<file path="src/rtl/arb_pkg.sv">
// Shared arbiter constants and types.
// Default requester count, index type, pointer wrap helper.
package arb_pkg;

  localparam int ARB_N_REQS = 4;
  localparam int ARB_IDX_W  =
    (ARB_N_REQS > 1) ? $clog2(ARB_N_REQS) : 1;

  typedef logic [ARB_IDX_W-1:0] arb_idx_t;

  function automatic int arb_wrap_inc(
    input int idx,
    input int n
  );
    return (idx >= n - 1) ? 0 : idx + 1;
  endfunction

endpackage

</file>
<file path="src/rtl/rr_pick.sv">
// Combinational circular picker.
// First set req bit at or after ptr, wrapping to 0.
module rr_pick
  import arb_pkg::*;
#(
  parameter int N_REQS = ARB_N_REQS,
  parameter int IDX_W  =
    (N_REQS > 1) ? $clog2(N_REQS) : 1
) (
  input  logic [N_REQS-1:0] req,
  input  logic [IDX_W-1:0]  ptr,
  output logic [N_REQS-1:0] pick,
  output logic [IDX_W-1:0]  pick_idx
);

  always_comb begin : search
    int         j;
    logic [IDX_W-1:0] jj;
    logic       found;
    pick     = '0;
    pick_idx = '0;
    found    = 1'b0;
    j        = 0;
    jj       = '0;
    for (int k = 0; k < N_REQS; k++) begin
      j = int'(ptr) + k;
      if (j >= N_REQS) j = j - N_REQS;
      jj = IDX_W'(j);
      if (!found && req[jj]) begin
        found    = 1'b1;
        pick[jj] = 1'b1;
        pick_idx = jj;
      end
    end
  end

endmodule

</file>
<file path="src/rtl/rr_arbiter.sv">
// Registered round-robin arbiter, valid/ready grant.
// Define RR_ARB_LOCK_EN to add the lock port.
module rr_arbiter
  import arb_pkg::*;
#(
  parameter int N_REQS = ARB_N_REQS,
  parameter int IDX_W  =
    (N_REQS > 1) ? $clog2(N_REQS) : 1
) (
  input  logic              clk,
  input  logic              rst_aL,
  input  logic [N_REQS-1:0] req,
`ifdef RR_ARB_LOCK_EN
  input  logic              lock,
`endif
  output logic [N_REQS-1:0] gnt,
  output logic [IDX_W-1:0]  gnt_idx,
  output logic              gnt_valid,
  input  logic              gnt_ready
);

  logic [IDX_W-1:0]  ptr;
  logic [IDX_W-1:0]  ptr_nxt;
  logic [IDX_W-1:0]  pick_idx;
  logic [N_REQS-1:0] pick;
  logic              hs;
  logic              load;
  logic              relock;

  assign gnt_valid = |gnt;
  assign hs        = gnt_valid & gnt_ready;
  assign load      = ~gnt_valid | hs;

`ifdef RR_ARB_LOCK_EN
  assign relock = hs & lock & (|(req & gnt));
`else
  assign relock = 1'b0;
`endif

  // picker searches from the post-handshake pointer
  always_comb begin
    ptr_nxt = ptr;
    if (hs && !relock)
      ptr_nxt = IDX_W'(arb_wrap_inc(
        int'(gnt_idx), N_REQS));
  end

  rr_pick #(
    .N_REQS (N_REQS),
    .IDX_W  (IDX_W)
  ) u_pick (
    .req      (req),
    .ptr      (ptr_nxt),
    .pick     (pick),
    .pick_idx (pick_idx)
  );

  always_ff @(posedge clk or negedge rst_aL) begin
    if (!rst_aL) begin
      gnt     <= '0;
      gnt_idx <= '0;
      ptr     <= '0;
    end else begin
      ptr <= ptr_nxt;
      if (load && !relock) begin
        gnt     <= pick;
        gnt_idx <= pick_idx;
      end
    end
  end

  always @(negedge clk) begin
    if (rst_aL) assert ($onehot0(gnt));
  end

endmodule

</file>
<file path="config.mk">
export PLATFORM = sky130hd
export DESIGN_NAME = rr_arbiter
export DESIGN_NICKNAME = d
export VERILOG_FILES = /design/src/rtl/arb_pkg.sv /design/src/rtl/rr_pick.sv /design/src/rtl/rr_arbiter.sv
export SDC_FILE = /design/constraint.sdc
export NUM_CORES = 1
export LEC_CHECK = 0
export CELL_PAD_IN_SITES_DETAIL_PLACEMENT = 1
export CELL_PAD_IN_SITES_GLOBAL_PLACEMENT = 1
export CORE_MARGIN = 2
export CORE_UTILIZATION = 42
export CTS_CLUSTER_DIAMETER = 150
export DETAILED_ROUTE_END_ITERATION = 12
export GPL_ROUTABILITY_DRIVEN = 0
export PLACE_DENSITY = 0.84
export SYNTH_ARGS = -nofsm -noshare
export SYNTH_HDL_FRONTEND = slang
export SYNTH_SLANG_ARGS = --single-unit
export TNS_END_PERCENT = 5
</file>
<file path="constraint.sdc">
create_clock -name clk -period 9.2 [get_ports clk]
set_input_delay 2.3 -clock clk [delete_from_list [all_inputs] [get_ports clk]]
set_output_delay 2.3 -clock clk [all_outputs]
set_load 0.01 [all_outputs]
</file>
=== Word-level counts from Yosys, hierarchy flattened ===
Index checks and enable logic that the tools add are counted.

* Register bits after elaboration: 8
* Input port bits: 7
* Output and inout port bits: 7
* Logic and storage cells: 74

* Add/sub/neg operators: 8
* $lt $le $gt $ge: 13
* Mux-type cells: 33
* Bitwise logic cells: 6
* Reductions and logical operators: 11

{| class="wikitable"
|+ Operators by type and width
! kind !! number
|-
| 2-to-1 mux 2 bit || 10
|-
| 2-to-1 mux 4 bit || 4
|-
| less-than comparator 2 x 3 -> 1 bit, second input constant || 4
|-
| bitwise OR 4 bit || 3
|-
| 2-to-1 mux 1 bit || 11
|-
| greater-or-equal comparator 3 bit, second input constant || 3
|-
| binary-select mux 1 bit (select 2 bit) || 4
|-
| demux 1 bit (select 2 bit) || 4
|-
| greater-or-equal comparator 2 x 1 -> 1 bit, second input constant || 4
|-
| subtractor 2 x 1 -> 2 bit, second input constant || 4
|-
| logical AND 1 bit || 7
|-
| adder 2 x 2 -> 3 bit, second input constant || 2
|-
| OR reduction 4 bit || 1
|-
| adder 2 x 1 -> 3 bit, second input constant || 1
|-
| greater-or-equal comparator 2 x 3 -> 1 bit, second input constant || 1
|-
| logical NOT 1 bit || 3
|-
| adder 2 x 1 -> 2 bit, second input constant || 1
|-
| greater-or-equal comparator 2 bit, second input constant || 1
|-
| bitwise AND 1 bit || 1
|-
| NOT 1 bit || 1
|-
| bitwise OR 1 bit || 1
|}

=== Logic depth before layout (Yosys ltp) ===
* Depth in word-level cells: 17
* Mapped depth: 12
* Depth with buffers taken out: 10

=== By module ===
Synthesis repeated with hierarchy kept, for this count alone.

* Cells, all modules: 87
* Area, all modules: 858.3 um^2

{| class="wikitable"
|+ By module, submodules not included
! module !! instances !! cells an instance !! area an instance (um^2) !! sequential area each (um^2)
|-
| rr_pick || 1 || 65 || 489.2 || 0.0
|-
| rr_arbiter || 1 || 22 || 369.1 || 200.2
|}

=== Least setup slack after synthesis ===
Ideal clock, no wire load.

* Kind: input-to-reg
* Start: input gnt_ready
* End: register gnt_idx[1]
* Arrival: 4.904 ns
* Required time: 9.079 ns
* Setup slack: 4.175 ns
* Stages on the path: 11
* Buffers on the path: 2
* Cell sequence: or3b_2 -> o22a_4 -> buf_6 -> ha_1 -> clkbuf_1 -> or3b_2 -> a211oi_1 -> mux2i_4 -> o221ai_2 -> a211oi_2 -> o22a_1

* Longest elaborated chain between the ends: 16
* Elaborated cells on any way between the ends: 39
* Those cells by class: 7 x add/sub; 4 x order compare; 20 x mux; 2 x bitwise; 6 x reduce/logical

{| class="wikitable"
|+ Ends and longest elaborated chain
! item !! RTL line !! RTL
|-
| from (decl) || rr_arbiter.sv:19 || <nowiki>input logic gnt_ready</nowiki>
|-
| bitwise AND 1 bit * || rr_arbiter.sv:31 || <nowiki>assign hs = gnt_valid & gnt_ready;</nowiki>
|-
| branches (longest 15 deep; another with adder 2 x 1 -> 3 bit) || n/a ||
|-
| to (signal assigned) || rr_arbiter.sv:67 || <nowiki>gnt_idx <= pick_idx;</nowiki>
|-
| to (decl) || rr_arbiter.sv:17 || <nowiki>output logic [IDX_W-1:0] gnt_idx,</nowiki>
|}

Every way passes the cells marked *. The select of a mux whose other input is x is not followed.
A chain may end at the register's enable or synchronous reset.

=== Worst setup path in the final report ===
* Start: input gnt_ready
* End: register gnt[2]

* Longest elaborated chain between the ends: 16
* Elaborated cells on any way between the ends: 62
* Those cells by class: 7 x add/sub; 12 x order compare; 28 x mux; 5 x bitwise; 10 x reduce/logical

{| class="wikitable"
|+ Ends and longest elaborated chain
! item !! RTL line !! RTL
|-
| bitwise AND 1 bit * || rr_arbiter.sv:31 ||
|-
| branches (longest 15 deep; another with adder 2 x 1 -> 3 bit) || n/a ||
|-
| to (signal assigned) || rr_arbiter.sv:66 || <nowiki>gnt <= pick;</nowiki>
|-
| to (decl) || rr_arbiter.sv:16 || <nowiki>output logic [N_REQS-1:0] gnt,</nowiki>
|}

Marks and branches as above.

==> flow_metrics.tcl <==
set metrics [dict create \
    arrival_ns 5.64 \
    tightest_slew_ns 0.529 \
    holdPathStages 1 \
    drc_errors 0 \
    status "complete, no violations" \
    multi_input_area_um2 583 \
    hold_viol_final 0 \
    dp.cells 127 \
    end_kind "flip-flop" \
    grt_overflow 0 \
    cts.sinks 8 \
    r2r_start "gnt_idx[0]" \
    ys_seq_elements 8 \
    criticalPathCategory "input port to flip-flop" \
    nets 119 \
    rsz0062_at_grt "no" \
    cts_tree "yes" \
    powerDensity_nw_per_um2 405 \
    startpoint "gnt_ready" \
    cts.path.max_buffers 2 \
    min-delay-start "gnt_idx[1]" \
    first_global_vias 829 \
    dpl.hpwl_mm 1.72 \
    dr.pass1.iters 4 \
    cts_hold_buf 0 \
    synth_nets 104 \
    cts_max_level 1 \
    synth_edf_count 0 \
    clock.fmax_mhz 183 \
    cts_resized 0 \
    setup_tns_ns 0 \
    grt_max_degree 15 \
    grt_pass1_wl_mm 3.74 \
    power_leakage_nw 0.405 \
    wl_mm 2.13 \
    cts_buffers 3 \
    peakVddDrop_mv 0.148 \
    period_share_pct 59.4 \
    crit_required_ns 9.38 \
    dr_total_vias 754 \
    drive_gt1_share_pct 17.5 \
    cp_max_fo 14 \
    async_reset_ff_share_pct 100 \
    die_area_um2 2390 \
    root_buffer "clkbuf_4" \
    antenna_found_initial 0 \
    clk_pin_slew_ns 0.05 \
    ys.warnings.count 0 \
    yosys_most_used_dff "dfrtp_1" \
    drt-wirelength-per-cell_um 16.4 \
    regArea_um2 200 \
    syn_area_um2 845 \
    layout.cells.non_filler 130 \
    die_w_um 48.8 \
    nFillCells 232 \
    r2r_cells 10 \
    synth_cells 90 \
    area_growth_pct 19.9 \
    yosysUniqueCellTypes 34 \
    maxSlewViolCount 0 \
    layout_commonest_cell "clkdlybuf4s50_1" \
    synth_seq_area_share_pct 23.7 \
    core_um2 1920 \
    initial_core_util_pct 43.9 \
    io_pins 14 \
    drv_cap 0 \
    avgSynthCellArea_um2 9.38 \
    antenna_cells 0 \
    grtUsageTotal_pct 20.1 \
    vias_per_cell 5.80 \
    cp-start-kind "input port" \
    drtIter0Drc 5 \
    finClkSkew_ns 0.00405 \
    postCtsSetupBuffers 0 \
    hold_class "flip-flop to flip-flop" \
    core.rowCount 16 \
    max_slew_margin_pct 64.4 \
    layout_common_cells "clkdlybuf4s50_1 (13), inv_1 (10), dfrtp_1 (8)" \
    io_buffers 13 \
    finalWorstPathRequiredPeriod_ns 5.46 \
    setup_viol 0 \
    final_antenna_net_count 0 \
    die_h_um 48.8 \
    clock_latency_ns 0.26 \
]
-- path summary, 6_finish.rpt --
check                                   to  slack [ns]
worst min-delay path            gnt_idx[1]        0.56
worst max register to register      gnt[2]        5.64
worst min register to register  gnt_idx[1]        0.56
min in group asynchronous       gnt_idx[0]        2.32
worst max-delay path                gnt[2]        3.74
max in group asynchronous           gnt[2]        6.62
-- sequential cells by signal, summed over array words and instances (netlist names) --
register	count
gnt_idx	2
ptr	2
gnt	4
-- layer usage --
metal	global-route usage (%)	up-vias	wire length [µm]
met3	1.84	5	76
li1	-	363	-
met2	37.7	21	1170
met1	23.0	365	845
met4	8.57	0	42
met5	0	-	0
-- cell families (layout without fill, tap and decap cells) --
family,Yosys count,after routing,share of synthesized area (%)
and+or+nand+nor,22,22,15.7
DFF,8,8,23.7
AOI/OAI and AO/OA,30,30,30.5
adders and majority gates,7,7,10.4
buffers and inverters,14,27,7.26
muxes,9,9,12.4
-- cell usage after synthesis, drive strengths merged (3+ instances only) --
master / instances / share of area (%)
inv: 10 / 4.4
dfrtp: 8 / 24
ha: 7 / 10
mux2i: 7 / 9.8
nor2: 7 / 3.1
o21ai: 6 / 3.6
a21oi: 5 / 4.3
a221oi: 4 / 4.1
nand3: 4 / 2.4
a211oi: 3 / 3.3
o221ai: 3 / 3.9
or3b: 3 / 3.1
-- stage by stage --
step	total power [mW]	utilization, %	worst slack, ns	cell area [µm²]	hold WS, ns
6_report	0.410	52.7	3.74	1010	0.565
5_1_grt	0.443	52.7	3.58	1010	0.600
4_1_cts	0.411	52.7	3.74	1010	0.572
3_5_place_dp	0.382	51.5	3.48	990	0.560
3_3_place_gp	0.366	51.5	3.68	990	0.542
2_1_floorplan	0.299	-	4.17	845	0.572
-- final cells by class --
type | count | area share [%]
clock buffers | 3 | 2.22
multi-input cells | 68 | 57.6
well taps | 27 | 3.34
flip-flops and latches | 8 | 19.8
repair buffers | 13 | 12.9
inverters | 11 | 4.20
-- power by group --
part / internal (mW) / switching (mW) / leakage, nW
Combinational: 0.136 / 0.176 / 0.295
Sequential: 0.0541 / 0.0171 / 0.0959
Clock: 0.0149 / 0.0119 / 0.0138
Total: 0.205 / 0.205 / 0.405
-- worst max-delay path, cell delays in order --
cell	delay (ns)
clkdlybuf4s50_1	0.48
or3b_2	0.50
o22a_4	0.33
ha_1	0.45
or3b_2	0.47
a211oi_1	0.42
mux2i_4	0.16
o21ai_0	0.25
a221oi_1	0.10
a21oi_1	0.17
No activity file was read; power rests on OpenSTA's default activity.
